**src/rtl/dmem_arbiter.sv**
```systemverilog
// -----------------------------------------------------------------------------
// dmem_arbiter
//   Two-requester arbiter in front of a single-ported, word-addressed data
//   memory. Port 0 is the core load/store path, port 1 a secondary master
//   (DMA / debug / loader). At most one access is granted per cycle. Arbitration
//   is round-robin, but the current owner may keep the memory for up to
//   MAX_BURST consecutive grants while the other side waits. It can keep it
//   indefinitely when nobody else is asking.
//
// Ports
//   clk, reset            clock, synchronous active-high reset
//   reqK_valid/_we/_addr/_wdata   request from requester K (fields held until ready)
//   reqK_ready            requester K granted this cycle (combinational)
//   rspK_valid/_rdata     registered response, one cycle after the grant;
//                         rdata is 0 for writes and holds between responses
//   mem_addr/_wr_en/_wr_data/_rd_en   memory pins, driven by the granted port
//   mem_rd_data           memory read data, combinational from mem_addr/rd_en
// -----------------------------------------------------------------------------
module dmem_arbiter #(
  parameter int DATA_WIDTH = 32,
  parameter int ADDR_WIDTH = 5,
  parameter int MAX_BURST  = 4
) (
  input  logic                  clk,
  input  logic                  reset,

  input  logic                  req0_valid,
  output logic                  req0_ready,
  input  logic                  req0_we,
  input  logic [ADDR_WIDTH-1:0] req0_addr,
  input  logic [DATA_WIDTH-1:0] req0_wdata,
  output logic                  rsp0_valid,
  output logic [DATA_WIDTH-1:0] rsp0_rdata,

  input  logic                  req1_valid,
  output logic                  req1_ready,
  input  logic                  req1_we,
  input  logic [ADDR_WIDTH-1:0] req1_addr,
  input  logic [DATA_WIDTH-1:0] req1_wdata,
  output logic                  rsp1_valid,
  output logic [DATA_WIDTH-1:0] rsp1_rdata,

  output logic [ADDR_WIDTH-1:0] mem_addr,
  output logic                  mem_wr_en,
  output logic [DATA_WIDTH-1:0] mem_wr_data,
  output logic                  mem_rd_en,
  input  logic [DATA_WIDTH-1:0] mem_rd_data
);

  localparam int                CNT_W   = $clog2(MAX_BURST + 1);
  localparam logic [CNT_W-1:0]  CNT_MAX = CNT_W'(MAX_BURST);

  typedef enum logic [1:0] {
    OWN_NONE = 2'd0,
    OWN_R0   = 2'd1,
    OWN_R1   = 2'd2
  } owner_e;

  owner_e             r_owner;
  logic [CNT_W-1:0]   r_burst_cnt;
  logic               r_last;        // id of the most recent grant (1 = req1)
  logic               r_rsp0_valid;
  logic               r_rsp1_valid;
  logic [DATA_WIDTH-1:0] r_rsp0_rdata;
  logic [DATA_WIDTH-1:0] r_rsp1_rdata;

  logic               w_grant0;
  logic               w_grant1;
  owner_e             w_owner_nxt;
  logic [CNT_W-1:0]   w_burst_cnt_nxt;
  logic               w_last_nxt;

  // ---------------------------------------------------------------------------
  // Grant selection. The owner keeps the memory while under its burst budget,
  // or past the budget when the other side is idle. Otherwise contention is
  // settled against r_last. Reset suppresses every grant so that no strobe
  // reaches the memory while reset is high.
  // ---------------------------------------------------------------------------
  always_comb begin
    // NOTE: every combinational output gets a default first so no path leaves
    // it unassigned and no latch is inferred.
    w_grant0 = 1'b0;
    w_grant1 = 1'b0;
    if (!reset) begin
      if (r_owner == OWN_R0 && req0_valid &&
          (r_burst_cnt < CNT_MAX || !req1_valid)) begin
        w_grant0 = 1'b1;
      end else if (r_owner == OWN_R1 && req1_valid &&
                   (r_burst_cnt < CNT_MAX || !req0_valid)) begin
        w_grant1 = 1'b1;
      end else if (req0_valid && req1_valid) begin
        if (r_last) w_grant0 = 1'b1;
        else        w_grant1 = 1'b1;
      end else if (req0_valid) begin
        w_grant0 = 1'b1;
      end else if (req1_valid) begin
        w_grant1 = 1'b1;
      end
    end
  end

  // ---------------------------------------------------------------------------
  // Next-state: ownership, burst count (saturating) and last-grant id.
  // An idle cycle releases ownership but leaves r_last untouched.
  // ---------------------------------------------------------------------------
  always_comb begin
    w_owner_nxt     = OWN_NONE;
    w_burst_cnt_nxt = '0;
    w_last_nxt      = r_last;
    if (w_grant0) begin
      w_owner_nxt = OWN_R0;
      w_last_nxt  = 1'b0;
      if (r_owner == OWN_R0)
        w_burst_cnt_nxt = (r_burst_cnt == CNT_MAX) ? r_burst_cnt
                                                   : r_burst_cnt + CNT_W'(1);
      else
        w_burst_cnt_nxt = CNT_W'(1);
    end else if (w_grant1) begin
      w_owner_nxt = OWN_R1;
      w_last_nxt  = 1'b1;
      if (r_owner == OWN_R1)
        w_burst_cnt_nxt = (r_burst_cnt == CNT_MAX) ? r_burst_cnt
                                                   : r_burst_cnt + CNT_W'(1);
      else
        w_burst_cnt_nxt = CNT_W'(1);
    end
  end

  // ---------------------------------------------------------------------------
  // State register and response capture. Read data is sampled in the grant
  // cycle, so a read issued right after a write to the same word sees the
  // freshly written value.
  // ---------------------------------------------------------------------------
  always_ff @(posedge clk) begin
    // NOTE: all sequential state uses non-blocking assignments so every
    // register updates from the same pre-edge values.
    if (reset) begin
      r_owner      <= OWN_NONE;
      r_burst_cnt  <= '0;
      r_last       <= 1'b1;
      r_rsp0_valid <= 1'b0;
      r_rsp1_valid <= 1'b0;
      r_rsp0_rdata <= '0;
      r_rsp1_rdata <= '0;
    end else begin
      r_owner      <= w_owner_nxt;
      r_burst_cnt  <= w_burst_cnt_nxt;
      r_last       <= w_last_nxt;
      r_rsp0_valid <= w_grant0;
      r_rsp1_valid <= w_grant1;
      if (w_grant0) r_rsp0_rdata <= req0_we ? '0 : mem_rd_data;
      if (w_grant1) r_rsp1_rdata <= req1_we ? '0 : mem_rd_data;
    end
  end

  // ---------------------------------------------------------------------------
  // Outputs: ready strobes and memory pin mux. Pins are zero when idle.
  // ---------------------------------------------------------------------------
  always_comb begin
    req0_ready  = w_grant0;
    req1_ready  = w_grant1;
    mem_addr    = '0;
    mem_wr_en   = 1'b0;
    mem_rd_en   = 1'b0;
    mem_wr_data = '0;
    if (w_grant0) begin
      mem_addr    = req0_addr;
      mem_wr_en   = req0_we;
      mem_rd_en   = !req0_we;
      mem_wr_data = req0_wdata;
    end else if (w_grant1) begin
      mem_addr    = req1_addr;
      mem_wr_en   = req1_we;
      mem_rd_en   = !req1_we;
      mem_wr_data = req1_wdata;
    end
  end

  assign rsp0_valid = r_rsp0_valid;
  assign rsp1_valid = r_rsp1_valid;
  assign rsp0_rdata = r_rsp0_rdata;
  assign rsp1_rdata = r_rsp1_rdata;

endmodule

```
**config.mk**
```make
export PLATFORM = sky130hd
export DESIGN_NAME = dmem_arbiter
export DESIGN_NICKNAME = d
export VERILOG_FILES = /design/src/rtl/dmem_arbiter.sv
export SDC_FILE = /design/constraint.sdc
export NUM_CORES = 1
export LEC_CHECK = 0
export BUFFER_PORTS_ARGS = -buffer_cell sky130_fd_sc_hd__buf_2
export CAP_MARGIN = 20
export CORE_AREA = 2 2 83 117
export CTS_CLUSTER_DIAMETER = 60
export DETAILED_ROUTE_END_ITERATION = 10
export DIE_AREA = 0 0 85 119
export GPL_TIMING_DRIVEN = 0
export PLACE_DENSITY = 0.76
export SETUP_SLACK_MARGIN = 0.02
export SLEW_MARGIN = 10
export SYNTH_ARGS = -nofsm -noshare
export SYNTH_HDL_FRONTEND = slang
export SYNTH_SLANG_ARGS = --single-unit
```
**constraint.sdc**
```tcl
create_clock -name clk -period 1.8 [get_ports clk]
set_input_delay 0.18 -clock clk [delete_from_list [all_inputs] [get_ports clk]]
set_output_delay 0.18 -clock clk [all_outputs]
set_load 0.02 [all_outputs]
```
==> results.yml <==
outcome:
  status: "finished, violations left"
  violations: "setup timing"
sta:
  worstMarginPinSlew_ps: 513
  fin_crit_ps: 2080
  rsz0062_at_grt: "true"
  finalCritPeriodShare_pct: 116
  fmax_mhz: 480
  finalClockSkew_ps: 3.49
  slew_viol_final: 0
  hold_viol: 0
  finalWorstSetupSlack_ps: -283
  relSlewSlack_pct: 65.8
  setup_viol: 40
  whs_ps: 124
placed_design:
  io_buffers: 216
  dpl_worst_slack_ps: -98.6
  gp_congestion: 0.882
  hpwl_um: 11700
setup_path:
  path_cells: "nand2b_4, a211o_1, buf_6, buf_8, a32oi_2, nor2_1, buf_4"
  crit_arrival_ps: 1900
  max_stage_delay_ps: 360
  cp_max_fo: 10
  worst_ep_required_time_ps: 1620
  crit_path_start_kind: "flip-flop"
  crit_slowest_cell: "dfxtp_4"
  endpoint_kind: "output pin"
  crit_type: "reg2out"
power:
  p_per_area_mw_per_mm2: 798
  clkPwrFrac_pct: 37.6
  pwr-share-comb_pct: 25.8
  pwr-share-seq_pct: 36.6
  ir_drop_mv: 0.631
  switching_power_w: 0.00138
  p_int_w: 0.00322
  leakage_nw: 2.55
  swShare_pct: 30.0
detailed_routing:
  dr.pass1.iters: 5
  via_per_inst: 5.73
  dr_total_vias: 4656
  drt_wl_total_um: 15800
  ant_nets: 0
  drt_iter0_markers: 306
  route.detailed.drc: 0
  wl_per_cell_um: 19.4
global_routing:
  grt_overflow: 0
  grt_max_degree: 12
  grt_pass1_wl_um: 23400
  grt_pass1_vias: 4510
  grt_usage_pct: 29.7
  antenna_found_initial: 1
floorplanning:
  core_mm2: 0.00920
  die_x_um: 85
  start_util_pct: 40.4
  ioPinCount: 219
  core.rowCount: 42
  chipHeight_um: 119
  dieArea_mm2: 0.0101
yosys:
  syn_inst: 445
  syn-cell-area_mm2: 0.00372
  yosys_register_bits: 71
  yosysWarnings: 0
  synth_area_leader_cell: "dfxtp_1"
  synth_nets: 559
  synth.distinct_cells: 31
  syn_avg_cell_area_um2: 8.36
  synth_top_area_share_pct: 38.2
  synth-seq-area-share_pct: 38.2
  synthTopCellsByArea: "dfxtp_1 (38%), a32oi_1 (9.0%), a21oi_1 (8.7%)"
run:
  maxCapViolCount: 0
final_layout:
  layout-drive-gt1-share_pct: 47.1
  fin_nets: 810
  post-route-util_pct: 62.5
  syn_to_final_growth_pct: 54.7
cts:
  root_buffer: "clkbuf_16"
  cts_tree: "yes"
  cts_hold_buffers: 0
  cts.path.max_buffers: 2
  clk_pin_slew_worst_paths_ps: 50
  clock_latency_ps: 340
  htreeDepth: 3
  cts_sinks: 71
  cts_inserted_buffers: 9
hold_path:
  hold_path_class: "in2reg"
-- logic make-up (layout without fill, tap and decap cells) --
kind of cell | after synthesis | count (layout) | synth area share (%)
and+or+nand+nor | 161 | 161 | 24.6
AOI/OAI and AO/OA | 150 | 150 | 26.2
DFF | 71 | 71 | 38.2
buffers and inverters | 60 | 316 | 10.1
adders and majority gates | 2 | 2 | 0.673
xor gates and xnor gates | 1 | 1 | 0.236
other | 0 | 2 | 0
-- power by group through the flow --
stage               clock network (W)  registers, W  logic (W)
finish                        0.00173       0.00168    0.00119
global route                  0.00181       0.00168    0.00125
detailed placement                  0       0.00171    0.00100
CTS                           0.00174       0.00168    0.00108
global placement                    0       0.00171   0.000989
floorplan                           0       0.00178   0.000543
-- area by class of cell --
| class | count | area (um^2) |
|---|---|---|
| diodes | 2 | 5.00 |
| plain buffers | 51 | 375 |
| clock buffers | 13 | 280 |
| clock inverters | 3 | 15.0 |
| fillers | 765 | 3440 |
| inverters | 5 | 18.8 |
| multi-input cells | 314 | 2130 |
| flip-flops and latches | 71 | 1430 |
| well taps | 110 | 138 |
| repair buffers | 244 | 1360 |
-- metrics by stage --
step	total power, W	area, um^2	TNS (ps)	std cells
floorplan	0.00232	3720	0	445
global placement	0.00269	4940	-191	771
detailed placement	0.00271	4940	-658	771
CTS	0.00450	5470	-9240	802
global route	0.00475	5750	-11410	811
finish	0.00459	5750	-9060	813
-- timing repair --
item / 4_1_cts / 5_1_grt
cloned: 1 / 0
resized for setup: 35 / 49
setup endpoints to repair: 41 / 41
buffers inserted: 15 / 12
pin swaps: 15 / 13
hold endpoints to repair: 0 / 0
-- synth_stat cells --
| cell | number |
|---|---|
| dfxtp_1 | 71 |
| a21oi_1 | 65 |
| nor2_1 | 48 |
| a32oi_1 | 38 |
| nand2_1 | 38 |
| nand3b_1 | 33 |
| nand4b_1 | 32 |
| o21ai_1 | 28 |
| buf_2 | 20 |
| clkbuf_1 | 18 |
| buf_6 | 16 |
| o21ai_0 | 6 |
| inv_1 | 5 |
| nor3_1 | 5 |
| nand2b_1 | 3 |
| a211o_1 | 2 |
| ha_1 | 2 |
| o22ai_1 | 2 |
| a211oi_4 | 1 |
| a311oi_1 | 1 |
| and2b_4 | 1 |
| buf_4 | 1 |
| nand2b_2 | 1 |
| o21a_1 | 1 |
| o21ai_2 | 1 |
| o21ba_4 | 1 |
| o221a_2 | 1 |
| o221ai_4 | 1 |
| o22a_1 | 1 |
| o32a_1 | 1 |
| xnor2_1 | 1 |
-- worst max-delay path, delay by kind of cell (launching register included) --
kind	cells	cell delay (ps)
and+or+nand+nor	2	250
AOI/OAI and AO/OA	2	480
DFF	1	360
buffers and inverters	3	470
-- final timing paths --
check / start / endpoint / slack [ps] / cells after the start
min: mem_rd_data[7] / rsp1_rdata[7] / 120 / 3
min reg2reg: rsp1_rdata[14] / rsp1_rdata[14] / 450 / 2
max reg2reg: r_burst_cnt[2] / rsp1_rdata[0] / 90 / 7
max: r_burst_cnt[2] / mem_wr_data[10] / -280 / 7
-- placed cells by master, fill, tap and decap left out, types with 3 or more instances in the layout --
cell type / instances
a21oi_1: 65
a32oi_1: 19
a32oi_2: 19
buf_2: 211
buf_4: 41
buf_6: 19
buf_8: 6
clkbuf_1: 18
clkbuf_16: 9
clkbuf_8: 4
clkinv_2: 3
dfxtp_1: 67
inv_1: 5
nand2_1: 37
nand3b_1: 33
nand4b_1: 32
nor2_1: 45
nor3_1: 4
o21ai_0: 6
o21ai_1: 28
-- registers in the layout, indices dropped and copies added (netlist names) --
signal / cells
r_burst_cnt: 3
rsp1_rdata: 32
r_last: 1
r_owner: 2
rsp1_valid: 1
rsp0_rdata: 32
-- metal layers --
metal,GRT usage [%],wire length (um),part of all wire [%]
met3,4.85,1310,8.3
met4,13.4,729,4.6
met2,52.8,7870,50
met5,0,0,0
met1,34.1,5870,37
Power figures use the tool's default switching activity.
